<file path="src/rtl/sw_pkg.sv">
// Shared types and frame-geometry helpers for the K x K sliding-window generator.
// Build option: SW_ZERO_PAD_EN selects "same" zero padding, with PAD = (K-1)/2.
// Without it, PAD = 0 and only fully-interior ("valid") windows are produced.
package sw_pkg;

  typedef enum logic [1:0] {IDLE, RUN, DRAIN, DONE} sw_state_t;

`ifdef SW_ZERO_PAD_EN
  localparam bit SW_PAD_EN = 1'b1;
`else
  localparam bit SW_PAD_EN = 1'b0;
`endif

  function automatic int sw_pad(input int k);
    return SW_PAD_EN ? (k - 1) / 2 : 0;
  endfunction

  function automatic int sw_pw(input int w, input int k);
    return w + 2 * sw_pad(k);
  endfunction

  function automatic int sw_ph(input int h, input int k);
    return h + 2 * sw_pad(k);
  endfunction

  function automatic int sw_ow(input int w, input int k, input int s);
    return (sw_pw(w, k) - k) / s + 1;
  endfunction

  function automatic int sw_oh(input int h, input int k, input int s);
    return (sw_ph(h, k) - k) / s + 1;
  endfunction

  function automatic int sw_max(input int a, input int b);
    return (a > b) ? a : b;
  endfunction

  // Flat element index of window row r, column c.
  function automatic int win_idx(input int r, input int c, input int k);
    return r * k + c;
  endfunction

endpackage

</file>
<file path="src/rtl/sw_line_buffer.sv">
// K-1 line buffers organised as per-column vertical shift registers.
// A write at column col pushes the new sample into row 0 and moves each
// older sample one row down, so dout row j holds the pixel j+1 rows above.
module sw_line_buffer #(
  parameter int SW    = 8,
  parameter int ROWS  = 2,
  parameter int DEPTH = 128,
  parameter int AW    = 7
) (
  input  logic              clk,
  input  logic              we,
  input  logic [AW-1:0]     col,
  input  logic [SW-1:0]     din,
  output logic [ROWS*SW-1:0] dout
);

  logic [SW-1:0] mem [ROWS][DEPTH];

  // Read the column at the scan position before this step's write lands.
  always_comb begin
    dout = '0;
    for (int j = 0; j < ROWS; j++) dout[j*SW +: SW] = mem[j][col];
  end

  // Shift the column down by one row and insert the new sample on top.
  always_ff @(posedge clk) begin
    if (we) begin
      mem[0][col] <= din;
      for (int j = 1; j < ROWS; j++) mem[j][col] <= mem[j-1][col];
    end
  end

endmodule

</file>
<file path="src/rtl/sliding_window_kxk.sv">
// K x K sliding-window generator with stride, packed channels, internal
// border padding and valid/ready on both sides.
// Build option: SW_ZERO_PAD_EN enables internal zero padding of (K-1)/2.
//
// state | meaning
// IDLE  | waiting for start
// RUN   | walking the padded frame, one step per cycle when allowed
// DRAIN | scan finished, waiting for the last window to leave
// DONE  | one-cycle done pulse
module sliding_window_kxk
  import sw_pkg::*;
#(
  parameter int DATA_W = 8,
  parameter int CH     = 1,
  parameter int IMG_W  = 128,
  parameter int IMG_H  = 128,
  parameter int K      = 3,
  parameter int STRIDE = 1
) (
  input  logic                       clk,
  input  logic                       rst,
  input  logic                       start,
  output logic                       done,
  input  logic                       in_valid,
  output logic                       in_ready,
  input  logic [CH*DATA_W-1:0]       in_data,
  output logic                       out_valid,
  input  logic                       out_ready,
  output logic [K*K*CH*DATA_W-1:0]   win_out
);

  localparam int PW = sw_pw(IMG_W, K);
  localparam int PH = sw_ph(IMG_H, K);
  localparam int CW = $clog2(sw_max(PW, PH));
  localparam int LW = $clog2(PW);
  localparam int SW = CH * DATA_W;

  sw_state_t state, state_nx;
  logic [CW-1:0] prow, pcol, oy, ox;
  logic is_pad, slot_free, step, last_pos, emit;
  logic [SW-1:0] pix;
  logic [(K-1)*SW-1:0] lb_flat;
  logic [K*K-1:0][SW-1:0] win_sr, win_nx, win_q;

`ifdef SW_ZERO_PAD_EN
  localparam int PAD = sw_pad(K);
  assign is_pad = (prow < CW'(PAD)) || (prow >= CW'(PAD + IMG_H)) ||
                  (pcol < CW'(PAD)) || (pcol >= CW'(PAD + IMG_W));
`else
  assign is_pad = 1'b0;
`endif

  assign slot_free = !out_valid || out_ready;
  assign last_pos  = (prow == CW'(PH - 1)) && (pcol == CW'(PW - 1));
  assign pix       = is_pad ? '0 : in_data;
  assign oy        = prow - CW'(K - 1);
  assign ox        = pcol - CW'(K - 1);
  assign emit      = step && (prow >= CW'(K - 1)) && (pcol >= CW'(K - 1)) &&
                     ((int'(oy) % STRIDE) == 0) && ((int'(ox) % STRIDE) == 0);
  assign win_out   = win_q;

  sw_line_buffer #(
    .SW   (SW),
    .ROWS (K - 1),
    .DEPTH(PW),
    .AW   (LW)
  ) u_line_buffer (
    .clk (clk),
    .we  (step),
    .col (pcol[LW-1:0]),
    .din (pix),
    .dout(lb_flat)
  );

  // Next state, input handshake and step qualification.
  always_comb begin
    state_nx = state;
    in_ready = 1'b0;
    step     = 1'b0;
    done     = 1'b0;
    case (state)
      IDLE:  if (start) state_nx = RUN;
      RUN: begin
        in_ready = !is_pad && slot_free;
        step     = slot_free && (is_pad || in_valid);
        if (step && last_pos) state_nx = DRAIN;
      end
      DRAIN: if (!out_valid || out_ready) state_nx = DONE;
      DONE: begin
        done     = 1'b1;
        state_nx = IDLE;
      end
      default: state_nx = IDLE;
    endcase
  end

  // State register.
  always_ff @(posedge clk or posedge rst) begin
    if (rst) state <= IDLE;
    else     state <= state_nx;
  end

  // Padded-frame scan position; wraps to the origin after the last step.
  always_ff @(posedge clk or posedge rst) begin
    if (rst) begin
      prow <= '0;
      pcol <= '0;
    end else if (step) begin
      if (pcol == CW'(PW - 1)) begin
        pcol <= '0;
        prow <= (prow == CW'(PH - 1)) ? '0 : prow + 1'b1;
      end else begin
        pcol <= pcol + 1'b1;
      end
    end
  end

  // Window shifted left one column; new right column = line buffer + pixel.
  always_comb begin
    win_nx = win_sr;
    for (int r = 0; r < K; r++)
      for (int c = 0; c < K - 1; c++)
        win_nx[win_idx(r, c, K)] = win_sr[win_idx(r, c + 1, K)];
    for (int r = 0; r < K - 1; r++)
      win_nx[win_idx(r, K - 1, K)] = lb_flat[(K-2-r)*SW +: SW];
    win_nx[win_idx(K - 1, K - 1, K)] = pix;
  end

  // Window shift register advances on every step.
  always_ff @(posedge clk or posedge rst) begin
    if (rst)       win_sr <= '0;
    else if (step) win_sr <= win_nx;
  end

  // Output slot: load on emit, clear on accept, hold while stalled.
  always_ff @(posedge clk or posedge rst) begin
    if (rst) begin
      out_valid <= 1'b0;
      win_q     <= '0;
    end else if (emit) begin
      out_valid <= 1'b1;
      win_q     <= win_nx;
    end else if (out_ready) begin
      out_valid <= 1'b0;
    end
  end

endmodule

</file>
<file path="config.mk">
export PLATFORM = sky130hd
export DESIGN_NAME = sliding_window_kxk
export DESIGN_NICKNAME = d
export VERILOG_FILES = /design/src/rtl/sw_pkg.sv /design/src/rtl/sw_line_buffer.sv /design/src/rtl/sliding_window_kxk.sv
export SDC_FILE = /design/constraint.sdc
export NUM_CORES = 2
export LEC_CHECK = 0
export ABC_CLOCK_PERIOD_IN_PS = 9000
export CORE_MARGIN = 8
export CORE_UTILIZATION = 41
export DETAILED_ROUTE_END_ITERATION = 6
export SLEW_MARGIN = 20
export SYNTH_ARGS = -nofsm -noshare
export SYNTH_HDL_FRONTEND = slang
export SYNTH_SLANG_ARGS = --single-unit
</file>
<file path="constraint.sdc">
create_clock -name clk -period 9 [get_ports clk]
set_input_delay 1.8 -clock clk [delete_from_list [all_inputs] [get_ports clk]]
set_output_delay 1.8 -clock clk [all_outputs]
set_load 0.02 [all_outputs]
</file>
Word-level counts from Yosys, hierarchy flattened
Memories as Yosys holds them, arrays and structs flattened.
Cells that the tools add are included.

word-level totals
  bits in registers = 137
  bits in writable memories = 2,048
  input bits = 13
  output and inout port bits = 75
  logic and storage cells = 68
  memories kept = 1

operators by class
  $add $sub $neg = 2
  magnitude comparators = 4
  equal/unequal tests = 8
  multiplexer cells = 21
  bitwise gates (word level) = 1
  reduce and logical (&&, ||, !) cells = 12

memories
  name               depth  bits a word  read ports  clocked after Yosys merged registers in  write ports  RTL line              RTL
  u_line_buffer.mem  2      1,024        2           0                                        2            sw_line_buffer.sv:17  logic [SW-1:0] mem [ROWS][DEPTH];

operators with widths
  cell                                                                                  number
  1024-bit two-way mux                                                                  1
  8-bit binary-select mux with 7-bit select                                             2
  8-bit demux with 7-bit select                                                         1
  8-bit two-way mux                                                                     5
  7-bit by 1-bit adder with 7-bit output (second input constant)                        2
  7-bit equality test (second input constant)                                           2
  7-bit by 2-bit greater-or-equal comparator with 1-bit output (second input constant)  2
  7-bit two-way mux                                                                     2
  8-bit greater-or-equal comparator (second input constant)                             1
  8-bit by 1-bit less-than comparator with 1-bit output (second input constant)         1
  7-bit NOT with 8-bit output                                                           1
  2-bit case mux with 4 select lines                                                    1
  1-bit logical AND                                                                     6
  1-bit two-way mux                                                                     6
  2-bit two-way mux                                                                     3
  2-bit inequality test (second input constant)                                         3
  2-bit equality test (second input constant)                                           2
  3-bit AND reduction                                                                   1
  2-bit by 1-bit equality test with 1-bit output (second input constant)                1
  2-bit logical NOT                                                                     1
  2-bit AND reduction                                                                   1
  2-bit nonzero test                                                                    1
  1-bit logical NOT                                                                     1
  1-bit logical OR                                                                      1

Longest topological paths before layout
  depth after elaboration = 7
  mapped depth = 14
  gate-level depth less buffers = 8

Cells and area by module
From an unflattened synthesis, not the netlist that was laid out.

second synthesis, totals
  cells, all modules = 5,122
  area total of the unflattened synthesis = 84,446.0 sq um

modules (own cells, without submodules)
  module              instances  cells an instance  area an instance (sq um)  sequential area each (sq um)
  sw_line_buffer      1          4,665              78,642.9                  61,499.0
  sliding_window_kxk  1          457                5,803.1                   3,428.3

Worst setup path after synthesis
OpenSTA, ideal clock, no wires.

  path type = register to register
  start point = reg pcol[0]
  end point = mem u_line_buffer.mem[0][1024] (netlist name), data pin
  library setup time = 1.249 ns
  arrival time = 7.051 ns
  required time = 7.751 ns
  slack = 0.701 ns
  cell stages (with the launch flop) = 9
  path buffers = 3
  clock period less this slack = 8.299 ns
  cells stage by stage = dfrtp_1 buf_6 buf_6 nor3b_1 buf_2 a221oi_1 a21oi_1 a221oi_1 o311ai_1

RTL lines
  item                    RTL line                   RTL
  from (decl)             sliding_window_kxk.sv:39   logic [CW-1:0] prow, pcol, oy, ox;
  from (signal assigned)  sliding_window_kxk.sv:113  pcol <= pcol + 1'b1;
  to (decl)               sw_line_buffer.sv:17

==> run summary <==
The run finished with clean final reports. The part of the power in registers came out at about 40%. The signal arrival time at the worst endpoint came out at approximately 6.4 ns. The post-route total power is between 30,000 and 40,000 uW. A synthesized cell averages between 15 and 20 sq um. The peak supply drop is 0.000447 V. The starting density of the core came out at between 40% and 50%. For this run, the leading register cell type out of synthesis is edfxtp_1.

The min-delay analysis places its worst path in the category reg2reg. The proportion of register bits with asynchronous set or reset after synthesis is under 10%. The number of synthesis warnings came out at 0. The clock-pin slew on the worst setup and hold paths came out at approximately 0.07 ns. The floorplan step defined a die boundary enclosing approximately 220,000 sq um. The total nets after synthesis is ~5,300. At the end of routability-driven placement, the weighted congestion stood at ~0.94. Measured along the x axis, the die boundary spans between 400 and 500 um. The total placed instance area is approximately 91,000 sq um.

The logic gate share of total power came out at 34.3%. The maximum level of the CTS H-tree is 4. The number of gates resized after CTS was 0.

On the critical path, the stage with the largest delay is an instance of dfrtp_4. The final HPWL from detailed placement is 175,000 um. The count of buffer and inverter cells on the critical path came out at 5. For the worst-skew pair, the clock arrives at the later sink with an insertion delay of between 0.8 and 0.9 ns. The first detailed-routing pass ran for 6 iterations. Clock tree synthesis selected as its root buffer the cell clkbuf_16. TritonCTS built the clock tree. The global-route met1 utilization came out at approximately a third. The slew at the pin closest to its max-slew limit is between 1 and 1.5 ns.

The maximum root-to-sink buffer count came out at 3. The synthesis-to-layout area growth came out at 13.7%. The violation count after the first detailed-route iteration is approximately 9,000. The final critical path takes up around two thirds of the cycle. The startpoint type of the worst setup path is a flip-flop.

The number of top-level pins is between 80 and 90. The routed via count came out at ~55,000. The antenna violation net count after detailed routing came out at 0.

The final-report hold violation count came out at 0. The global-route wire length before repair came out at about 410,000 um. The initial antenna violation count came out at 15. The final core utilization is between 40% and 50%. In this run the vertical extent of the chip is approximately 470 um.

The share of power burned in the clock network came out at between 20% and 30%. Setup repair after global routing left no endpoint under its margin. Summing the sequential cell areas from Yosys gives roughly three quarters of the chip area.

The switching component of the power is about 13,000 uW. Along the worst path, the maximum fanout reaches between 70 and 80. The max-slew violation total from the final report came out at 0. The critical path is of the reg2reg type. The placement row count is between 150 and 200.

The aggregate negative setup slack came out at 0 ns. Based on the critical path, the design can be clocked at up to around 170 MHz. The total of endpoints with negative setup slack in the final report is 0. The library cell used most frequently in the layout, excluding fill and tap cells, is edfxtp_1. The critical path required time is 9.52 ns. The post-synthesis cell type count is 93. In the synthesized netlist, the number of instances is about 5,300.

The longest individual stage delay on the worst path came out at between 0.9 and 1 ns. The post-placement worst setup slack is around 3.2 ns. After synthesis the netlist holds a flip-flop and latch count of ~2,200.

Power spread over the standard cell area amounts to roughly 350 nW/um^2. The met2 capacity usage during global routing is roughly 39%. The fraction of met3 tracks used by global routing came out at under 10%. The post-route clock skew came out at between 0.04 and 0.05 ns. The pin count of the biggest net entering global routing is about 120. Input and output buffers added on the ports amount to between 80 and 90. The smallest setup slack after layout is 3.10 ns. The post-layout net count is 5,507. The number of hold buffers added after CTS was 0. Among the stages of the critical path, the cell type that occurs most often is buf_4. The signal on the critical path passes through buf_4, nor2b_4, buf_4, buf_4, a22oi_1, o22ai_1, o41ai_1, a41oi_1, nor3_1, inv_4, buf_4.

Broken down by cell family, the worst path's largest delay share belongs to buffers and inverters. The number of global-route vias before repair was 52,100. After clock tree synthesis, the setup repair step added 0 buffers. The fill cell total of the finished layout came out at between 15,000 and 20,000. The max-capacitance violation count came out at 0.

Dividing the detail-routed via count by the number of cells gives 6.44. The total area inside the core boundary comes to approximately 210,000 sq um. Global routing consumed, over all layers together, between 20 and 30% of the routing resources. The worst slew margin relative to its limit came out at 11.3%.

The final period demand of the worst path is ~5.9 ns. The TritonCTS buffer count came out at about 210. The clock drives around 2,200 sinks.

The post-route DRC violation count is 0. After global routing, the most crowded layer is met2. The final layout contains routed wiring with a total length of about 300,000 um. The final non-filler cell area is ~100,000 sq um. The cell area after technology mapping came out at 85,800 sq um. The total global routing overflow is 0. The proportion of total power due to net switching is 38.2%. The static leakage came out at 0.0316 uW. Internal power comes to 21,200 uW. Leaving out fill and tap cells, the most frequent cells in the layout are edfxtp_1, nand2_1, buf_4. STA classifies the critical path endpoint as a flip-flop. The layout cell share with drive strength beyond 1 came out at between 10% and 20%. Yosys mapped a number of flops with a built-in enable equal to ~2,000.

The detail-routed net length per standard cell is 35.2 um.
[per-stage QoR]
step                hold slack, ns  std cells
floorplan                    0.439       5315
global placement             0.451       8073
detailed placement           0.454       8075
CTS                          0.472       8474
global route                 0.496       8474
finish                       0.473       8480
[Yosys cell counts (50+ instances only)]
cell	count	share of area [%]
a21oi_1	222	1.3
a221oi_1	231	2.4
a22oi_1	221	1.9
buf_1	60	0.26
buf_2	153	0.89
buf_4	50	0.44
clkbuf_1	137	0.60
dfrtp_1	137	4.0
edfxtp_1	2048	72
mux2_2	98	1.3
mux2i_1	153	1.8
mux4_2	60	1.6
nand2_1	470	2.1
nor2_1	247	1.1
nor3_1	60	0.35
o21ai_0	152	0.89
o22ai_1	76	0.55
[registers in the layout (all words and copies together) (netlist names)]
register and flops:
u_line_buffer.mem 2048, pcol 7, out_valid 1, state 2, win_out 72, win_nx 48, prow 7
[power by group through the flow]
stage	Combinational, uW	Clock (uW)	Sequential (uW)
3_3_place_gp	11300	0	13800
6_report	11700	8850	13600
3_5_place_dp	11400	0	13800
2_1_floorplan	6080	0	14100
4_1_cts	11400	8910	13600
5_1_grt	12000	9300	13700
[path summary, 6_finish.rpt]
path / startpoint / end / slack [ns] / depth (start not counted)
max reg2reg: pcol[0] / u_line_buffer.mem[0][1674] / 3.10 / 11
min in group asynchronous: rst / state[0] / 1.49 / 2
min: win_nx[31] / win_out[31] / 0.47 / 2
min reg2reg: win_nx[31] / win_out[31] / 0.47 / 2
max: pcol[0] / u_line_buffer.mem[0][1674] / 3.10 / 11
max in group asynchronous: rst / win_nx[37] / 6.24 / 3
[per-layer routing]
| metal | vias to the layer above | routed length, um |
|---|---|---|
| li1 | 21700 | - |
| met1 | 28200 | 112000 |
| met2 | 3901 | 133000 |
| met3 | 799 | 37100 |
| met4 | 20 | 17000 |
| met5 | - | 148 |
[cell type report]
type | instances | area [sq um] | share of cell area [%]
Clock buffer | 274 | 5740 | 5.88
Tap cell | 2805 | 3510 | 3.60
Sequential cell | 2185 | 64900 | 66.6
Multi-Input combinational cell | 2692 | 19000 | 19.5
Inverter | 25 | 116 | 0.119
Clock inverter | 125 | 1110 | 1.13
Timing Repair Buffer | 368 | 3140 | 3.22
Antenna cell | 6 | 15.0 | 0.0154
[worst min-delay path: stages (launching register included)]
cell     delay (ns)
dfrtp_1        0.34
nand2_1        0.05
nand2_1        0.05
[kinds of logic after synthesis]
family / synth area share (%)
simple gates: 5.33
xor+xnor: 0.0715
compound gates: 11.7
fa+ha+maj: 0.117
flops: 75.7
mux: 4.65
buf+inv: 2.48
(Power assumes the default switching activity.)
